<file path="config.mk">
export PLATFORM = sky130hd
export DESIGN_NAME = prog_counter_flat
export DESIGN_NICKNAME = d
export VERILOG_FILES = /design/src/rtl/prog_counter_if.sv /design/src/rtl/prog_counter.sv /design/src/flat_wrapper.sv
export SDC_FILE = /design/constraint.sdc
export NUM_CORES = 1
export LEC_CHECK = 0
export CORE_MARGIN = 5
export CORE_UTILIZATION = 30
export CTS_BUF_LIST = sky130_fd_sc_hd__clkbuf_8
export DETAILED_ROUTE_END_ITERATION = 10
export GPL_TIMING_DRIVEN = 0
export SLEW_MARGIN = 20
export SYNTH_ARGS = -nofsm -noshare
export SYNTH_HDL_FRONTEND = slang
export SYNTH_SLANG_ARGS = --single-unit
</file>
<file path="constraint.sdc">
create_clock -name clk -period 4.81 [get_ports clk]
set_input_delay 0.962 -clock clk [delete_from_list [all_inputs] [get_ports clk]]
set_output_delay 0.962 -clock clk [all_outputs]
set_load 0.02 [all_outputs]
</file>
<file path="src/rtl/prog_counter_if.sv">
// Control/status bundle for prog_counter; the master drives the controls,
// the counter (slave) returns the count and strobes.
interface prog_counter_if #(
    parameter int WIDTH = 8
);
    logic             en_p;
    logic             en_t;
    logic             load;
    logic [WIDTH-1:0] d;
    logic [WIDTH-1:0] term;
    logic             up;
    logic             one_shot;
    logic [WIDTH-1:0] q;
    logic             rco;
    logic             tick;
    logic             done;

    modport master (
        output en_p, en_t, load, d, term, up, one_shot,
        input  q, rco, tick, done
    );

    modport slave (
        input  en_p, en_t, load, d, term, up, one_shot,
        output q, rco, tick, done
    );
endinterface

</file>
<file path="src/rtl/prog_counter.sv">
// Prescaled up/down counter with programmable terminal count, parallel load,
// periodic or one-shot mode, and a cascadable ripple-carry output.
module prog_counter #(
    parameter int WIDTH    = 8,
    parameter int PRESCALE = 10000
) (
    input  logic          clk,
    input  logic          clr,
    prog_counter_if.slave bus
);
    localparam int            PW       = (PRESCALE > 1) ? $clog2(PRESCALE) : 1;
    localparam logic [PW-1:0] PRE_LAST = PW'(PRESCALE - 1);

    logic [PW-1:0]    pre_cnt;
    logic [WIDTH-1:0] q_r;
    logic [WIDTH-1:0] q_adv;
    logic             done_r;
    logic             en;
    logic             eoc;
    logic             tick_w;

    assign en     = bus.en_p & bus.en_t;
    assign eoc    = bus.up ? (q_r == bus.term) : (q_r == '0);
    assign tick_w = en & (pre_cnt == PRE_LAST);

    // Plain +/-1 step; the end-of-count wrap/reload is chosen in the register block.
    always_comb begin
        q_adv = q_r;
        if (bus.up) q_adv = q_r + WIDTH'(1);
        else        q_adv = q_r - WIDTH'(1);
    end

    always_ff @(posedge clk) begin
        if (clr) begin
            q_r     <= '0;
            pre_cnt <= '0;
            done_r  <= 1'b0;
        end else if (bus.load) begin
            q_r     <= bus.d;
            pre_cnt <= '0;
            done_r  <= 1'b0;
        end else if (en) begin
            pre_cnt <= tick_w ? '0 : pre_cnt + PW'(1);
            if (tick_w) begin
                if (bus.one_shot) begin
                    // Once done is set, q is frozen until load/clr or a switch to periodic.
                    if (!done_r) begin
                        if (eoc) done_r <= 1'b1;
                        else     q_r    <= q_adv;
                    end
                end else begin
                    done_r <= 1'b0;
                    if (eoc) q_r <= bus.up ? '0 : bus.term;
                    else     q_r <= q_adv;
                end
            end
        end
    end

    assign bus.q    = q_r;
    assign bus.done = done_r;
    assign bus.tick = tick_w;
    assign bus.rco  = bus.en_t & eoc;
endmodule
</file>
<file path="src/flat_wrapper.sv">
// flat-port wrapper written by rule: the top's interface ports become plain ports
module prog_counter_flat 
#(
    parameter int WIDTH    = 8,
    parameter int PRESCALE = 10000
)
  (clk, clr, bus_en_p, bus_en_t, bus_load, bus_d, bus_term, bus_up, bus_one_shot, bus_q, bus_rco, bus_tick, bus_done);
  prog_counter_if #(.WIDTH(WIDTH)) bus_i ();
  input  logic clk;
  input  logic clr;
  input wire logic [$bits(bus_i.en_p)-1:0] bus_en_p;
  input wire logic [$bits(bus_i.en_t)-1:0] bus_en_t;
  input wire logic [$bits(bus_i.load)-1:0] bus_load;
  input wire logic [$bits(bus_i.d)-1:0] bus_d;
  input wire logic [$bits(bus_i.term)-1:0] bus_term;
  input wire logic [$bits(bus_i.up)-1:0] bus_up;
  input wire logic [$bits(bus_i.one_shot)-1:0] bus_one_shot;
  output wire logic [$bits(bus_i.q)-1:0] bus_q;
  output wire logic [$bits(bus_i.rco)-1:0] bus_rco;
  output wire logic [$bits(bus_i.tick)-1:0] bus_tick;
  output wire logic [$bits(bus_i.done)-1:0] bus_done;
  assign bus_i.en_p = bus_en_p;
  assign bus_i.en_t = bus_en_t;
  assign bus_i.load = bus_load;
  assign bus_i.d = bus_d;
  assign bus_i.term = bus_term;
  assign bus_i.up = bus_up;
  assign bus_i.one_shot = bus_one_shot;
  assign bus_q = bus_i.q;
  assign bus_rco = bus_i.rco;
  assign bus_tick = bus_i.tick;
  assign bus_done = bus_i.done;
  prog_counter #(.WIDTH(WIDTH), .PRESCALE(PRESCALE)) u_core (.clk(clk), .clr(clr), .bus(bus_i));
endmodule
</file>
======== Yosys cells after proc, flatten, opt, wreduce, memory -nomap -nowiden ========
Index checks and enable logic that the tools add are counted.
operators by class
  add/sub/neg operators ................... 3
  equal/unequal tests ..................... 4
  mux-type cells .......................... 14
  bitwise logic cells ..................... 3
  reduce and logical (&&, ||, !) cells .... 6
operators with widths
  kind                                               count
  2-to-1 mux 8 bit                                   9
  adder 14 x 1 -> 14 bit (second input constant)     1
  == test 14 bit (second input constant)             1
  2-to-1 mux 14 bit                                  1
  adder 8 x 1 -> 8 bit (second input constant)       1
  == test 8 bit                                      1
  logical NOT 8 bit                                  1
  subtractor 8 x 1 -> 8 bit (second input constant)  1
  != test 3 bit (second input constant)              2
  2-to-1 mux 1 bit                                   4
  AND reduction 4 bit                                1
  nonzero test 2 bit                                 2
  bitwise AND 1 bit                                  3
  AND reduction 2 bit                                1
  OR reduction 2 bit                                 1
word-level totals
  flip-flop bits (word level) ............. 23
  input port bits ......................... 23
  output and inout port bits .............. 11
  word-level logic and storage cells ...... 33

======== Depth between registers and ports, before layout ========
  depth after elaboration ................. 8
  depth in mapped cells ................... 8
  gate-level depth less buffers ........... 8

======== Worst setup path after synthesis ========
OpenSTA, ideal clock, no wires.
  kind .................................... in2out
  start ................................... in bus_term[3]
  end ..................................... out bus_rco
  arrival time ............................ 1822 ps
  path slack .............................. 2026 ps
  cell stages on the path ................. 4
  path buffers ............................ 0
  cells stage by stage .................... xnor2_1 nand4_1 o31ai_1 and2_1
on the way
  longest elaborated chain between the ends .. 3
RTL lines
  element             RTL line            RTL
  start: declaration  flat_wrapper.sv:15  input wire logic [$bits(bus_i.term)-1:0] bus_term;
  == test 8 bit       prog_counter.sv:23  assign eoc = bus.up ? (q_r == bus.term) : (q_r == '0);
  2-to-1 mux 1 bit    prog_counter.sv:23
  bitwise AND 1 bit   prog_counter.sv:63  assign bus.rco = bus.en_t & eoc;
  end: declaration    flat_wrapper.sv:19  output wire logic [$bits(bus_i.rco)-1:0] bus_rco;
Every way passes these cells.

======== Worst setup path after layout ========
  start ................................... in bus_term[1]
  end ..................................... out bus_rco
The elaborated chain is that of the path after synthesis.

==> results_dict.tcl <==
set metrics [dict create \
    status "completed" \
    ant_nets 0 \
    syn_area_per_cell_um2 8.28 \
    layout.nets 254 \
    fin_cells 292 \
    rows 26 \
    cap_viol_max_count 0 \
    ys_ff_latch 23 \
    cts.clk_slew.worst_paths_ns 0.09 \
    critical_path_arrival_ns 3.06 \
    yosysWarnings 0 \
    hp-class "register to register" \
    dieHeight_um 81.5 \
    fmax_ghz 0.248 \
    cts_buffer_depth 2 \
    endpoint_kind "output port" \
    async_flop_share_pct 0 \
    cts_buffers 3 \
    worstPathRequired_ns 3.85 \
    wl_um 3930 \
    postLayoutCellArea_um2 2000 \
    synth_area_um2 1530 \
    drt-vias-per-instance 4.91 \
    dr.pass1.iters 4 \
    insertion_delay_ns 0.27 \
    drive_gt1_share_pct 6.76 \
    io_buffers 33 \
    die_x_um 81.5 \
    start_kind "primary input" \
    ios 34 \
    slew_violations 0 \
    tightest_slew_ns 1.09 \
    gp_congestion 0.829 \
    grt_overflow 0 \
    ys_seq_area_share_pct 30.0 \
    root_buffer "clkbuf_8" \
    synth_cells 185 \
    vias 1433 \
    antenna_found_initial 0 \
    period_needed_ns 4.03 \
    tns_ns 0 \
    drc 0 \
    post_cts_resized 0 \
    fill_cells 539 \
    gr-usage-all-layers_pct 12.4 \
    syn_to_final_growth_pct 30.3 \
    utilization_pct 39.6 \
    p_leak_nw 0.683 \
    grt_max_degree 14 \
    synthDistinctLibCells 44 \
    setup_viol 0 \
    power.density_nw_per_um2 220 \
    dp.cells 288 \
    wl_per_cell_um 13.5 \
    ir_drop_uv 97.4 \
    cts_hold_buf 0 \
    cts_tree "done" \
    synth_edf_count 0 \
    core-area_um2 5040 \
    dpl.hpwl_um 3040 \
    cts_max_level 1 \
    hold_violations 0 \
    syn-num-nets 216 \
    start_util_pct 30.4 \
    relSlewSlack_pct 26.7 \
    die_area_um2 6640 \
    power.total_uw 440 \
    finalCritPeriodShare_pct 83.7 \
    skew_ns 0.00197 \
    drtIter0Drc 44 \
    grt_pass1_wl_um 6400 \
    placed_area_um2 1950 \
    critPathMaxFanout 3 \
    criticalPathCategory "primary input to output port" \
    num_antenna_cells 0 \
    rsz0062_at_grt "false" \
    clock-sinks 23 \
    first_global_vias 1389 \
    cts_setup_buffers 0 \
    ys.flop_type "dfxtp_1" \
]
-- per-layer routing --
layer  share of wire (%)  track usage (%)  up-vias
li1                    -                -      743
met1                  47             16.3      665
met2                  48             20.3       20
met3                 3.1             1.97        5
met4                 1.3             4.73        0
met5                   0                0        -
-- sequential cells by signal (all words and copies together) (netlist names) --
name	count
u_core.bus.q	8
u_core.pre_cnt	14
u_core.bus.done	1
-- worst max-delay path, stage by stage --
cell	delay [ns]
clkdlybuf4s50_1	0.49
xnor2_1	0.14
nand4_1	0.18
o31ai_1	0.49
and2_1	0.19
clkdlybuf4s50_1	0.60
-- where the power goes --
part	internal, mW	leakage, nW	total (mW)	switching [mW]
Clock	0.0580	0.0255	0.128	0.0701
Sequential	0.195	0.187	0.203	0.00796
Combinational	0.0584	0.471	0.109	0.0506
-- path summary, 6_finish.rpt --
| kind | start | endpoint | slack [ns] | depth (start not counted) |
|---|---|---|---|---|
| max | bus_term[1] | bus_rco | 0.78 | 6 |
| min | u_core.pre_cnt[1] | u_core.pre_cnt[1] | 0.49 | 2 |
| max reg2reg | u_core.bus.q[1] | u_core.bus.q[7] | 2.36 | 6 |
| min reg2reg | u_core.pre_cnt[1] | u_core.pre_cnt[1] | 0.49 | 2 |
-- layout by cell type (no fill, tap or decap), types with 4 or more instances in the layout --
cell type,instances
a31oi_1,4
nand3_1,9
dfxtp_1,23
ha_1,7
o211ai_1,7
nor3_1,7
o21ai_0,4
o21ai_1,4
xnor2_1,18
a21oi_1,10
clkdlybuf4s50_1,33
nand2_1,22
nor2_1,17
xor2_1,7
-- logic make-up (layout without fill, tap and decap cells) --
logic type	after synthesis	in the layout	share of synthesized area (%)
adders and majority gates	8	8	7.02
AOI/OAI and AO/OA	43	43	18.7
xor gates and xnor gates	25	25	14.3
DFF	23	23	30.0
buffers and inverters	7	44	3.59
and+or+nand+nor	79	79	26.4
-- area by class of cell --
class                           count  area [µm²]  share of cell area [%]
Multi-Input combinational cell    155        1020                    50.9
Sequential cell                    23         460                    23.1
Timing Repair Buffer               33         330                    16.5
Tap cell                           70        87.6                    4.39
Buffer                              4        42.5                    2.13
Clock buffer                        3        41.3                    2.07
Inverter                            3        12.5                   0.627
Clock inverter                      1        5.00                   0.251
-- cell usage after synthesis (2+ instances only) --
| library cell | number | area share [%] |
|---|---|---|
| and3_2 | 2 | 0.98 |
| and2_1 | 3 | 1.2 |
| nand2_1 | 22 | 5.4 |
| xor2_1 | 7 | 4.0 |
| inv_1 | 2 | 0.49 |
| o31ai_1 | 3 | 1.5 |
| nand3_1 | 9 | 2.9 |
| nor2_1 | 17 | 4.2 |
| or4b_1 | 2 | 1.3 |
| o211ai_1 | 7 | 3.4 |
| o21ai_1 | 4 | 1.3 |
| a211oi_1 | 2 | 0.98 |
| nor4_1 | 2 | 0.82 |
| a21oi_1 | 10 | 3.3 |
| a21o_1 | 2 | 0.98 |
| or3_1 | 3 | 1.2 |
| a22oi_2 | 2 | 1.6 |
| o21ai_0 | 4 | 1.3 |
| nand4_1 | 2 | 0.82 |
| nand2b_1 | 2 | 0.82 |
| a31oi_1 | 4 | 1.6 |
| dfxtp_1 | 23 | 30 |
| nor3_1 | 7 | 2.3 |
| ha_1 | 7 | 5.7 |
| xnor2_1 | 18 | 10 |
-- through the flow --
step,setup WS (ns),hold WS [ns]
2_1_floorplan,2.03,0.446
3_3_place_gp,0.785,0.464
3_5_place_dp,0.788,0.475
4_1_cts,0.784,0.490
5_1_grt,0.651,0.512
6_report,0.784,0.489
(Power assumes the default switching activity.)
==> RTL edit, RTL diff (config.mk and constraints unchanged) <==
Compare `pre_cnt` against `PRE_LAST` with >= in place of ==.
--- a/src/rtl/prog_counter.sv
+++ b/src/rtl/prog_counter.sv
@@ -23,3 +23,3 @@
     assign eoc    = bus.up ? (q_r == bus.term) : (q_r == '0);
-    assign tick_w = en & (pre_cnt == PRE_LAST);
+    assign tick_w = en & (pre_cnt >= PRE_LAST);
 
Function: no difference found for any inputs over 10 cycles, from zero or initial values; that may be too few to reach the edited logic, so the function may still have changed.
==> RTL edit against the original RTL <==
  * Power grew 4.1%
  * Wire length grew 7.5%
  * Worst hold slack lost 12 ps
  * Via count grew 7.6%
  * Sequential cell count is the same
  * Synthesized area grew 5.8%
  * Design area grew 3.9%
  * Synthesized cell count grew 4.9%
  * Maximum frequency grew 3.5%
  * Worst setup slack gained 140 ps
  * Critical path depth is the same
  * Sequential power grew 2%
  * Critical path type unchanged
  * Critical endpoint unchanged
==> RTL edit: results (changes against the original RTL) <==
outcome complete, no violations (unchanged); FILL cells 530 (was 539); Skew-Pair Late Insertion Delay 260 ps; hold_sp u_core.pre_cnt[13]$_SDFFE_PP0P_ (was u_core.pre_cnt[1]$_SDFFE_PP0P_); final-report hold violation count 0 (unchanged); Iter 0 DRT Violations 75 (was 44); max reg flops 14 (unchanged); H-tree levels 1 (unchanged); syn avg cell area 8.36 µm² (was 8.28 µm²); Area contributors post-synth dfxtp_1, xnor2_1, ha_1, nor2_1, xor2_1 (was dfxtp_1, xnor2_1, ha_1, nand2_1, nor2_1); worst-margin pin slew 548 ps (was 1090 ps); dpl cells 296 (was 288); FF-to-FF path depth 7 (was 6); Seq/Total Area, Yosys 28.4% (was 30.0%); Top FF cell, synth dfxtp_1 (unchanged); post-CTS setup buffers 0 (unchanged); WHS Path Cells 2 (unchanged); vias per std cell 5.14 (was 4.91); Place WS 900 ps (was 788 ps); Final Wtd Congestion 0.895 (was 0.829); first-pass iteration count of the detailed router 4 (unchanged); vias 1542 (was 1433); pin count of the biggest net entering global routing 13 (was 14); number of global-route vias before repair 1488 (was 1389); leakage 0.758 nW (was 0.683 nW); Worst Hold Margin 478 ps (was 489 ps); HPWL Detailed 3.33 mm (was 3.04 mm); top cells by count, synth dfxtp_1, nor2_1, xnor2_1 (was dfxtp_1, nand2_1, xnor2_1); Nets 262 (was 254); Worst VDD drop 0.166 mV (was 0.0974 mV); TritonCTS buffer count 3 (unchanged); P_int 322 µW (was 311 µW); Yosys cell types 51 (was 44); worst path arrival time 2930 ps (was 3060 ps); GRT Util Overall 12.3% (was 12.4%); post-cts sizing count 0 (unchanged); R2R Setup Slk 2790 ps (was 2360 ps); syn_nets 225 (was 216); Layout Skew 2.91 ps (was 1.97 ps); Antenna Cells 0 (unchanged); Root Driver clkbuf_8 (unchanged); pins over their slew limit 0 (unchanged); final std cell area, no fill 2070 µm² (was 2000 µm²); routed wire length 4.23 mm (was 3.93 mm); port bufs 32 (was 33); Hold EP u_core.pre_cnt[13]$_SDFFE_PP0P_ (was u_core.pre_cnt[1]$_SDFFE_PP0P_); DP Area 2030 µm² (was 1950 µm²); layout cells sized above 1 9.57% (was 6.76%); first-pass GRT wire length 7.22 mm (was 6.40 mm); RR Startpoint u_core.bus.q[1]$_SDFFE_PP0P_ (unchanged)
RTL edit: changes by cell type in the layout (fill, tap and decap cells not counted), moves of 3 or more:
cell / before / now
nor2_1: 17 / 20
a31o_2: 0 / 3
nand2_1: 22 / 14
and3_1: 1 / 4
inv_1: 2 / 5
RTL edit: logic make-up (layout without fill, tap and decap cells):
logic type,after synthesis,count (layout),share of synthesized area [%]
DFF,23,23,28.4
muxes,2,2,1.23
AOI/OAI and AO/OA,44,44,19.3
xor gates and xnor gates,25,25,13.5
adders and majority gates,8,8,6.64
and+or+nand+nor,81,81,27.5
buffers and inverters,11,47,3.39
RTL edit: power groups by stage:
stage	Clock [mW]	Sequential, mW	Combinational (mW)
final	0.116	0.208	0.133
after global routing	0.129	0.210	0.148
after CTS	0.121	0.208	0.134
after detailed placement	0	0.213	0.133
after global placement	0	0.213	0.133
after floorplan	0	0.216	0.0779
RTL edit: layout make-up:
cell class	count	share of cell area [%]
Buffer	6	1.75
Clock buffer	3	1.99
Clock inverter	1	0.181
Inverter	5	0.905
Multi-Input combinational cell	160	53.3
Sequential cell	23	22.2
Tap cell	70	4.22
Timing Repair Buffer	32	15.4
RTL edit: worst max-delay path by stage:
stage                           start  endpoint  slack [ps]
after floorplan           bus_term[1]   bus_rco        2120
after global placement    bus_term[1]   bus_rco         910
after detailed placement  bus_term[1]   bus_rco         900
after CTS                 bus_term[1]   bus_rco         890
after global routing      bus_term[1]   bus_rco         850
final                     bus_term[1]   bus_rco         920
RTL edit: critical path, cell delays in order:
cell	delay, ps
clkdlybuf4s50_1	450
xnor2_1	230
nand3_1	210
nor3_2	310
o21a_1	160
clkdlybuf4s50_1	600
RTL edit: metal layers:
metal / vias up / track usage [%] / share of wire (%)
met3: 12 / 2.07 / 4.3
met2: 43 / 20.2 / 43
met1: 704 / 16.7 / 51
met5: - / 0 / 0
li1: 783 / - / -
met4: 0 / 3.07 / 1.7
